<file path="config.mk">
export PLATFORM = sky130hd
export DESIGN_NAME = mem_loader_flat
export DESIGN_NICKNAME = d
export VERILOG_FILES = /design/src/rtl/mem_loader_if.sv /design/src/rtl/mem_loader.sv /design/src/flat_wrapper.sv
export SDC_FILE = /design/constraint.sdc
export NUM_CORES = 1
export LEC_CHECK = 0
export CAP_MARGIN = 30
export CORE_MARGIN = 10
export CORE_UTILIZATION = 58
export CTS_BUF_LIST = sky130_fd_sc_hd__clkbuf_16
export CTS_CLUSTER_SIZE = 16
export DETAILED_ROUTE_END_ITERATION = 6
export PLACE_DENSITY = 0.83
export SETUP_SLACK_MARGIN = 0.05
export SLEW_MARGIN = 20
export SYNTH_ARGS = -nofsm -noshare
export SYNTH_HDL_FRONTEND = slang
export SYNTH_SLANG_ARGS = --single-unit
</file>
<file path="constraint.sdc">
create_clock -name clk -period 4.5 [get_ports clk]
set_input_delay 0.675 -clock clk [delete_from_list [all_inputs] [get_ports clk]]
set_output_delay 0.675 -clock clk [all_outputs]
set_load 0.05 [all_outputs]
</file>
<file path="src/rtl/mem_loader_if.sv">
// mem_loader_if: byte-stream and memory-write bus of the image loader.
//   byteValid/byteData   : incoming serial byte (source -> loader)
//   byteReady            : loader accepts a byte this cycle
//   memoryWrite          : one-cycle write strobe
//   memoryRead           : read strobe (never used by the loader)
//   memoryAddress        : word-aligned byte address of the write
//   memoryWriteData      : assembled little-endian word
// Modports: master = loader side, slave = byte source / memory side.
interface mem_loader_if #(
   parameter int unsigned N = 32
);
   logic         byteValid;
   logic [7:0]   byteData;
   logic         byteReady;
   logic         memoryWrite;
   logic         memoryRead;
   logic [N-1:0] memoryAddress;
   logic [N-1:0] memoryWriteData;

   modport master (
      input  byteValid, byteData,
      output byteReady, memoryWrite, memoryRead, memoryAddress, memoryWriteData
   );

   modport slave (
      output byteValid, byteData,
      input  byteReady, memoryWrite, memoryRead, memoryAddress, memoryWriteData
   );
endinterface

</file>
<file path="src/rtl/mem_loader.sv">
// mem_loader: receives a boot image as a byte stream (32-bit little-endian
// word count followed by that many little-endian data words) and writes it
// to memory starting at BASE_ADDR. Releases the CPU reset on success.
//   clk       : system clock
//   rst       : asynchronous active-low reset
//   bus       : byte stream in / memory write out (mem_loader_if.master)
//   cpuRst    : active-low CPU reset, released only after a good load
//   loadDone  : image loaded (sticky until reset)
//   loadError : load aborted by oversize count or byte timeout (sticky)
module mem_loader #(
   parameter int unsigned N         = 32,
   parameter int unsigned L         = 16384,
   parameter int unsigned BASE_ADDR = 0,
   parameter int unsigned TIMEOUT   = 1000000
) (
   input  logic         clk,
   input  logic         rst,
   mem_loader_if.master bus,
   output logic         cpuRst,
   output logic         loadDone,
   output logic         loadError
);
   localparam int unsigned RW = $clog2(L + 1);
   localparam int unsigned IW = $clog2(TIMEOUT + 1);

   typedef enum logic [2:0] {S_LEN, S_DATA, S_WRITE, S_DONE, S_ERR} state_t;

   state_t        state, state_nx;
   logic [1:0]    bcnt, bcnt_nx;
   logic [IW-1:0] idle, idle_nx;
   logic [RW-1:0] remaining, remaining_nx;
   logic [31:0]   count, count_nx;
   logic [N-1:0]  addr, addr_nx;
   logic [N-1:0]  wdata, wdata_nx;
   logic          ready, ready_nx;
   logic          xfer;
   logic          counting;

   always_ff @(posedge clk or negedge rst) begin
      if (!rst) begin
         state     <= S_LEN;
         bcnt      <= '0;
         idle      <= '0;
         remaining <= '0;
         count     <= '0;
         addr      <= N'(BASE_ADDR);
         wdata     <= '0;
         ready     <= 1'b0;
      end else begin
         state     <= state_nx;
         bcnt      <= bcnt_nx;
         idle      <= idle_nx;
         remaining <= remaining_nx;
         count     <= count_nx;
         addr      <= addr_nx;
         wdata     <= wdata_nx;
         ready     <= ready_nx;
      end
   end

   always_comb begin
      state_nx     = state;
      bcnt_nx      = bcnt;
      idle_nx      = idle;
      remaining_nx = remaining;
      count_nx     = count;
      addr_nx      = addr;
      wdata_nx     = wdata;

      xfer     = bus.byteValid && ready;
      counting = (state == S_DATA) || ((state == S_LEN) && (bcnt != 2'd0));

      // Idle watchdog; only armed once a word (or the count) is in progress.
      if (xfer) begin
         idle_nx = '0;
      end else if (counting) begin
         if (idle == IW'(TIMEOUT - 1)) state_nx = S_ERR;
         else                          idle_nx  = idle + 1'b1;
      end

      case (state)
         S_LEN: begin
            if (xfer) begin
               count_nx[{bcnt, 3'b000} +: 8] = bus.byteData;
               bcnt_nx = bcnt + 2'd1;
               if (bcnt == 2'd3) begin
                  if (count_nx == '0)     state_nx = S_DONE;
                  else if (count_nx > L)  state_nx = S_ERR;
                  else begin
                     remaining_nx = RW'(count_nx);
                     state_nx     = S_DATA;
                  end
               end
            end
         end
         S_DATA: begin
            if (xfer) begin
               wdata_nx[{bcnt, 3'b000} +: 8] = bus.byteData;
               bcnt_nx = bcnt + 2'd1;
               if (bcnt == 2'd3) state_nx = S_WRITE;
            end
         end
         S_WRITE: begin
            addr_nx      = addr + N'(4);
            remaining_nx = remaining - 1'b1;
            state_nx     = (remaining == RW'(1)) ? S_DONE : S_DATA;
         end
         default: ;
      endcase

      // Registered so it is low during reset and never follows byteValid.
      ready_nx = (state_nx == S_LEN) || (state_nx == S_DATA);
   end

   assign bus.byteReady       = ready;
   assign bus.memoryWrite     = (state == S_WRITE);
   assign bus.memoryRead      = 1'b0;
   assign bus.memoryAddress   = addr;
   assign bus.memoryWriteData = wdata;
   assign cpuRst              = (state == S_DONE);
   assign loadDone            = (state == S_DONE);
   assign loadError           = (state == S_ERR);
endmodule

</file>
<file path="src/flat_wrapper.sv">
// flat-port wrapper written by rule: the top's interface ports become plain ports
module mem_loader_flat 
#(
   parameter int unsigned N         = 32,
   parameter int unsigned L         = 16384,
   parameter int unsigned BASE_ADDR = 0,
   parameter int unsigned TIMEOUT   = 1000000
)
  (clk, rst, cpuRst, loadDone, loadError, bus_byteValid, bus_byteData, bus_byteReady, bus_memoryWrite, bus_memoryRead, bus_memoryAddress, bus_memoryWriteData);
  mem_loader_if #(.N(N)) bus_i ();
  input  logic clk;
  input  logic rst;
  output logic cpuRst;
  output logic loadDone;
  output logic loadError;
  input wire logic [$bits(bus_i.byteValid)-1:0] bus_byteValid;
  input wire logic [$bits(bus_i.byteData)-1:0] bus_byteData;
  output wire logic [$bits(bus_i.byteReady)-1:0] bus_byteReady;
  output wire logic [$bits(bus_i.memoryWrite)-1:0] bus_memoryWrite;
  output wire logic [$bits(bus_i.memoryRead)-1:0] bus_memoryRead;
  output wire logic [$bits(bus_i.memoryAddress)-1:0] bus_memoryAddress;
  output wire logic [$bits(bus_i.memoryWriteData)-1:0] bus_memoryWriteData;
  assign bus_i.byteValid = bus_byteValid;
  assign bus_i.byteData = bus_byteData;
  assign bus_byteReady = bus_i.byteReady;
  assign bus_memoryWrite = bus_i.memoryWrite;
  assign bus_memoryRead = bus_i.memoryRead;
  assign bus_memoryAddress = bus_i.memoryAddress;
  assign bus_memoryWriteData = bus_i.memoryWriteData;
  mem_loader #(.N(N), .L(L), .BASE_ADDR(BASE_ADDR), .TIMEOUT(TIMEOUT)) u_core (.clk(clk), .rst(rst), .bus(bus_i), .cpuRst(cpuRst), .loadDone(loadDone), .loadError(loadError));
endmodule
</file>
# After elaboration in Yosys (flattened, before gate mapping)
# Index checks and enable logic that the tools add are counted.
# totals
regBits	137
out_inout_bits	70
in_bits	11
word_cells	66
# classes
mux	21
magnitude_cmp	1
shifts	2
reduce_logical	16
eq_ne	13
addsub	5
# op_table
operator	n
bitwise mux 32 bit	2
two-way mux 15 bit	4
two-way mux 20 bit	3
adder 32 x 3 -> 32 bit, second input constant	1
> comparator 32 x 15 -> 1 bit, second input constant	1
zero test 32 bit	1
variable shift 8 x 7 -> 32 bit, first input constant	1
variable part select 8 x 7 -> 32 bit	1
case mux 15 bit (2 select lines)	1
two-way mux 3 bit	9
adder 20 x 1 -> 20 bit, second input constant	1
== test 20 bit, second input constant	1
== test 15 x 1 -> 1 bit, second input constant	1
subtractor 15 x 1 -> 15 bit, second input constant	1
case mux 3 bit (3 select lines)	1
AND reduction 2 bit	4
negation 5 -> 7 bit	1
== test 3 x 1 -> 1 bit, second input constant	2
== test 3 x 2 -> 1 bit, second input constant	2
zero test 3 bit	2
!= test 2 bit, second input constant	3
nonzero test 2 bit	3
AND reduction 5 bit	1
!= test 2 x 1 -> 1 bit, second input constant	2
7 further kinds	9

# Logic depth before layout (Yosys ltp)
# Gate-level depths: netlist of run 1.
# logic_depth
depth_word	11
mapped_depth	13
depth_no_buf	9

# Worst setup path before layout of run 1
# OpenSTA, ideal clock, no wires.
# synth_path
path_type	flip-flop to flip-flop
from	reg u_core.bcnt[0]
to	reg u_core.remaining[5]
setup_time_ps	126
t_required_ps	4374
period_less_slack_ps	2696
n_path_buf	2
stages_incl_launch_ff	12
t_arrival_ps	2570
setup_slack_ps	1804
cell_sequence	dfrtp_1 -> buf_2 -> inv_1 -> ha_1 -> buf_4 -> nor3b_4 -> a21boi_1 -> o21ai_1 -> a41o_1 -> a21oi_4 -> o21ai_2 -> a221o_1
# synth_via
elab_chain_len	8
word_cells_on_any_way	16
classes_between	add/sub: 1; order compare: 1; eq/ne: 4; shift: 2; mux: 6; reduce/logical: 2
# synth_rtl
element	line	rtl
start, declared	mem_loader.sv:29	logic [1:0] bcnt, bcnt_nx;
start signal, assigned	mem_loader.sv:51	bcnt <= bcnt_nx;
branches (longest 8 deep; another with > comparator 32 x 15 -> 1 bit)	--	
end signal, assigned	mem_loader.sv:53	remaining <= remaining_nx;
end, declared	mem_loader.sv:31	logic [RW-1:0] remaining, remaining_nx;
# Several ways; the timed one is not identified. The select of a mux whose other input is x is not followed.
# A chain may end at the register's enable or synchronous reset.

# Worst setup path in the final report of run 1
# Same ends and word-level chain as after synthesis.

==> metrics.md, run 1 <==
| Metric | Value |
|---|---|
| Crit-path max cell delay | 550 ps |
| Syn Inst Count | 692 |
| Num ports | 81 |
| Clock Latency Late Sink | 420 ps |
| Tmin final | 3260 ps |
| Reg-to-Reg Start | u_core.bcnt[0] |
| Clock sinks | 135 |
| Pleak | 0.00342 uW |
| Num CTS Buffers | 17 |
| Mapped Avg Cell Area | 9.37 sq um |
| Drt drc | 0 |
| PostCTS Resize Cnt | 0 |
| Layout cell share with drive strength beyond 1 | 6.06% |
| Synth area leader | dfrtp_1 |
| Total wire length | 16.3 mm |
| WL/cell | 17.8 um |
| Largest net degree at the start of global routing | 65 |
| FMAX | 307 MHz |
| CP startpoint kind | flip-flop |
| Worst path slowest cell | dfrtp_1 |
| Number of global-route vias before repair | 5341 |
| Die Ht | 126 um |
| Vias per Instance | 5.94 |
| Primary FF master, synth | dfrtp_1 |
| Die area | 15800 sq um |
| Initial antenna violation count | 0 |
| Max VDD drop | 0.448 mV |
| CP Class | reg -> reg |
| NumNets Final | 786 |
| Final Power | 5210 uW |
| First-pass detailed-route iteration total | 6 |
| Crit share post-route | 72.5% |
| CP required | 4800 ps |
| CTS root buffer | clkbuf_16 |
| Total Routing Usage GR | 20.3% |
| Routability cong. | 0.901 |
| First-pass GRT wire length | 27.0 mm |
| Post-Route Utilization | 72.5% |
| Post-synth top area share | 52.1% |
| Starting Density | 59.5% |
| Switch share | 41.6% |
| Die X | 126 um |
| Worst Clk Skew | 8.44 ps |
| RSZ-0062 raised after global routing | false |
| Met2 wire len | 8.08 mm |
| Post-CTS Repair Setup Buffers | 0 |
| Post-synthesis sequential area ratio | 52.1% |
| Cell area after synthesis | 6480 sq um |
| DR top layer | met4 |
| Synth warn | 0 |
| Final max-slew violation count | 0 |
| P_int | 3040 uW |
| M1 wire length | 6.66 mm |
| Clock network power share | 26.5% |
| Hold Worst Slack | 347 ps |
| CTS tree | done |
| Crit-path max FO | 16 |
| WL met3 | 1.17 mm |
| Crit path DAT | 3560 ps |
| HPWL Detailed | 11.4 mm |
| Antenna viol nets, final | 0 |
| P_sw | 2170 uW |
| Combinational share of power | 39.3% |
| I/O Buffers | 77 |
| Max-capacitance violation count | 0 |
| Hold crit path type | in -> async |
| Site Rows | 38 |
| CP bufs+invs | 1 |
| Total gr overflow | 0 |
| Fill cells | 777 |
| Final setup viols | 0 |
| Pwr/cell area | 660 nW/um^2 |
| Rel. slew slack | 41.7% |
| Clock Pin Slew Worst Setup and Hold Paths | 60 ps |
| FF-to-FF path depth | 9 |
| Post-synth EDFFs | 0 |
| Synth top area cells | dfrtp_1 52%, nand2_1 8.6%, o21ai_0 6.5% |
| Tightest Pin Transition | 873 ps |
| FF+latch count, synth | 135 |
| Starting DRC count in detailed routing | 555 |
| Distinct cells, synth | 63 |
| DR vias | 5443 |
| Crit path from | u_core.bcnt[0] |
| Crit-path cells | inv_1 -> ha_1 -> and3b_1 -> a31oi_4 -> nor2b_1 -> a41oi_1 -> a21oi_4 -> o21ai_2 -> a221o_1 |
| Outcome | complete, no violations |
| Top Family by Delay on Critical Path | compound AO/OA/AOI/OAI gates |
| Hold_buf cts | 0 |
| Flop pwr share | 34.2% |
| CTS max path bufs | 2 |
| Number of diodes | 0 |
| Critical path depth | 9 |
| Post-synthesis async set-or-reset flop share | 100% |
| Final hold vios | 0 |
| Area Overhead vs Synth | 21.8% |
| Core area | 10900 sq um |
| H-Tree Depth | 4 |
| Crit path capture type | flip-flop |
| Fin Setup TNS | 0 ps |
==> sequential cells by signal, indices dropped and copies added (netlist names) <==
signal / count
u_core.state: 3
u_core.bus.memoryAddress: 30
u_core.bus.byteReady: 1
u_core.bcnt: 2
u_core.bus.memoryWriteData: 32
u_core.count: 32
u_core.idle: 20
u_core.remaining: 15
==> power by group through the flow <==
stage | combinational (uW) | sequential [uW] | clock, uW
floorplan | 1120 | 2080 | 0
global placement | 1960 | 1760 | 0
detailed placement | 2020 | 1780 | 0
CTS | 2040 | 1770 | 1390
global route | 2220 | 1820 | 1440
finish | 2050 | 1780 | 1380
==> path summary, 6_finish.rpt <==
path / slack, ps / to
worst max-delay path: 1240 / u_core.remaining[5]
worst min-delay path: 350 / u_core.idle[6]
worst max register to register: 1240 / u_core.remaining[5]
worst min register to register: 480 / u_core.count[10]
max in group asynchronous: 3100 / u_core.bus.memoryWriteData[30]
min in group clk: 480 / u_core.count[10]
==> kinds of logic (layout without fill, tap and decap cells) <==
group | count (synthesis) | in the layout | synth area share [%]
AND/OR/NAND/NOR | 305 | 305 | 22.3
flip-flops | 135 | 135 | 52.1
adder cells (fa/ha/maj) | 10 | 10 | 1.93
AO/OA/AOI/OAI | 155 | 155 | 14.4
multiplexers | 1 | 1 | 0.154
XOR/XNOR | 45 | 45 | 6.08
other | 1 | 3 | 0.0578
buffers and inverters | 40 | 122 | 2.89
==> Yosys cell counts, drive strengths merged, types with 2 or more instances <==
cell,n
nand2,148
dfrtp,135
o21ai,87
nor2,46
a21oi,29
xnor2,26
xor2,19
nand3,17
and3,16
nand4,16
clkbuf,15
buf,13
inv,11
ha,10
nor3,10
and2,9
or3,9
a22oi,8
a31oi,7
nor4,7
nor2b,5
and4,4
nor3b,4
o22ai,4
and3b,3
o211a,3
a211oi,2
nor4b,2
o21a,2
or2,2
or3b,2
or4,2
==> metrics by stage <==
| stage | area [sq um] | instances | setup slack (ps) |
|---|---|---|---|
| CTS | 7900 | 916 | 1280 |
| detailed placement | 7310 | 886 | 1200 |
| floorplan | 6490 | 694 | 1800 |
| global placement | 7310 | 886 | 1290 |
| global route | 7900 | 916 | 1080 |
| finish | 7900 | 916 | 1240 |
==> layer usage <==
| layer | up-vias | global-route usage, % |
|---|---|---|
| met1 | 2652 | 24.1 |
| met2 | 219 | 33.8 |
| met5 | - | 0 |
| met3 | 31 | 6.17 |
| li1 | 2541 | - |
| met4 | 0 | 8.10 |
==> final cells by class <==
type / count / area (sq um) / share of cell area [%]
clock buffer: 17 / 425 / 5.39
clock inverter: 13 / 159 / 2.01
inverter: 12 / 45.0 / 0.570
multi-input combinational: 519 / 2930 / 37.0
sequential: 135 / 3380 / 42.8
tap: 140 / 175 / 2.22
timing repair buffer: 80 / 791 / 10.0
==> cell usage in the layout (no fill, tap or decap), types with 5 or more instances in the layout <==
cell,synthesis,final
nand4_1,16,16
inv_1,10,10
nand2_1,148,148
nor3_1,9,9
and3_1,16,16
nor2_1,46,46
o21ai_0,84,84
xor2_1,19,19
or3_1,9,9
a22oi_1,8,8
nor4_1,7,7
clkdlybuf4s50_1,0,76
nor2b_1,5,5
a31oi_1,5,5
nand3_1,17,17
and2_1,8,8
dfrtp_1,135,135
a21oi_1,28,28
clkbuf_16,0,17
ha_1,10,10
xnor2_1,26,26
No activity file was read; power rests on OpenSTA's default activity.
==> run 2, diff against run 1 <==
- CORE_UTILIZATION: 58 -> 56
- PLACE_DENSITY: 0.83 -> 0.8
- clock period: 4.5 -> 3.4 ns (I/O delays scaled with it)
==> metrics.md, run 2 (synthesized netlist as in run 1, its figures left out) <==
| Metric | Value |
|---|---|
| Outcome | complete, no violations |
| Vias per Instance | 5.74 (-3.3%) |
| Starting DRC count in detailed routing | 492 (-11%) |
| Routability cong. | 0.912 (+1.2%) |
| Largest net degree at the start of global routing | 64 (-1.5%) |
| Total Routing Usage GR | 19.6% (-0.66 points) |
| Total gr overflow | 0 (unchanged) |
| Final Power | 7000 uW (+34%) |
| Worst Clk Skew | 7.31 ps (-1.13 ps) |
| HPWL Detailed | 11.1 mm (-2.0%) |
| I/O Buffers | 77 (unchanged) |
| Clock Latency Late Sink | 420 ps (about the same) |
| Layout cell share with drive strength beyond 1 | 6.36% (+0.30 points) |
| Die Ht | 128 um (+1.5%) |
| WL/cell | 16.8 um (-5.5%) |
| Max VDD drop | 0.669 mV (+49%) |
| CP required | 3700 ps (-1100 ps) |
| Hold_buf cts | 0 (unchanged) |
| Clock sinks | 135 (unchanged) |
| FMAX | 323 MHz (+5.3%) |
| FF-to-FF path depth | 9 (unchanged) |
| Post-CTS Repair Setup Buffers | 0 (unchanged) |
| Pleak | 0.00351 uW (+2.4%) |
| Total wire length | 15.6 mm (-4.1%) |
| Crit share post-route | 91.1% (+19 points) |
| Initial antenna violation count | 0 (unchanged) |
| First-pass GRT wire length | 26.2 mm (-3.0%) |
| Fin Setup TNS | 0 ps (unchanged) |
| Crit-path max FO | 10 (-6) |
| First-pass detailed-route iteration total | 5 (-1) |
| Max-capacitance violation count | 0 (unchanged) |
| Final hold vios | 0 (unchanged) |
| CTS tree | done |
| Commonest non-fill, non-tap cell in the layout | nand2_1 |
| Antenna viol nets, final | 0 (unchanged) |
| CP startpoint kind | flip-flop |
| Pwr/cell area | 875 nW/um^2 (+33%) |
| Hold crit path type | in -> async |
| Num CTS Buffers | 17 (unchanged) |
| Crit path DAT | 3400 ps (-160 ps) |
| CP Class | reg -> reg |
| Final Instance Area | 8000 sq um (+1.3%) |
| Die X | 128 um (+1.5%) |
| Site Rows | 39 (+2.6%) |
| Final setup viols | 0 (unchanged) |
| Starting Density | 57.0% (-2.5 points) |
| Area Overhead vs Synth | 23.4% |
| NumNets Final | 794 (+1.0%) |
| H-Tree Depth | 4 (unchanged) |
| Rel. slew slack | 45.6% (+3.9 points) |
| Num ports | 81 (unchanged) |
| Number of global-route vias before repair | 5274 (-1.3%) |
| Tightest Pin Transition | 814 ps (-58.8 ps) |
| Most frequent cells in the layout | 148 x nand2_1, 135 x dfrtp_1, 84 x o21ai_0 |
| Core area | 11400 sq um (+4.4%) |
| Placed cell areas | 7380 sq um (+0.87%) |
| Number of diodes | 0 (unchanged) |
| DR vias | 5336 (-2.0%) |
| Drt drc | 0 (unchanged) |
| RSZ-0062 raised after global routing | false |
| CTS root buffer | clkbuf_16 |
| Die area | 16300 sq um (+3.0%) |
| Crit path capture type | flip-flop |
| CTS max path bufs | 2 (unchanged) |
| Tmin final | 3100 ps (-163 ps) |
| Clock Pin Slew Worst Setup and Hold Paths | 60 ps (about the same) |
| PostCTS Resize Cnt | 0 (unchanged) |
| Final max-slew violation count | 0 (unchanged) |
-- run 2: per-stage QoR --
stage / utilization, % / setup WS (ps) / hold slack [ps] / cells
final: 70.4 / 302 / 161 / 929
after global placement: 64.9 / 449 / 462 / 897
after CTS: 70.4 / 325 / 192 / 929
after detailed placement: 64.9 / 346 / 466 / 897
after global routing: 70.4 / 75.1 / 229 / 929
after floorplan: - / 704 / 214 / 694
-- run 2: cell type report --
class / count / area, sq um
clock buffers: 17 / 425
well taps: 143 / 179
inverters: 12 / 45.0
repair buffers: 88 / 851
multi-input cells: 519 / 2930
flip-flops and latches: 135 / 3380
fillers: 872 / 3370
clock inverters: 15 / 195
-- run 2: power by group --
part           internal, uW  switching [uW]  total [uW]
clock network          1280             660        1940
logic                   920            1800        2720
registers              2000             341        2340
-- run 2: layer usage --
layer	vias up	wire [um]	GRT usage [%]
li1	2575	-	-
met1	2565	6840	24.6
met2	167	7310	30.9
met3	29	1130	6.29
met4	0	337	7.75
met5	-	0	0
-- run 2: final timing paths --
kind	start	to	slack [ps]
setup / recovery	u_core.bcnt[0]	u_core.remaining[5]	300
hold / removal	rst	u_core.idle[10]	160
setup reg to reg	u_core.bcnt[0]	u_core.remaining[5]	300
hold reg to reg	u_core.bus.memoryAddress[31]	u_core.bus.memoryAddress[31]	470
max in group asynchronous	rst	u_core.bus.memoryWriteData[8]	2300
min in group clk	u_core.bus.memoryAddress[31]	u_core.bus.memoryAddress[31]	470
-- run 2: worst max-delay path, cell delays in order, from the launching register on --
cell and delay, ps:
dfrtp_1 540, inv_1 170, ha_1 470, and3b_1 500
a31oi_4 150, nor2b_1 160, a41oi_1 320, a21oi_4 150
buf_4 190, a221o_1 320
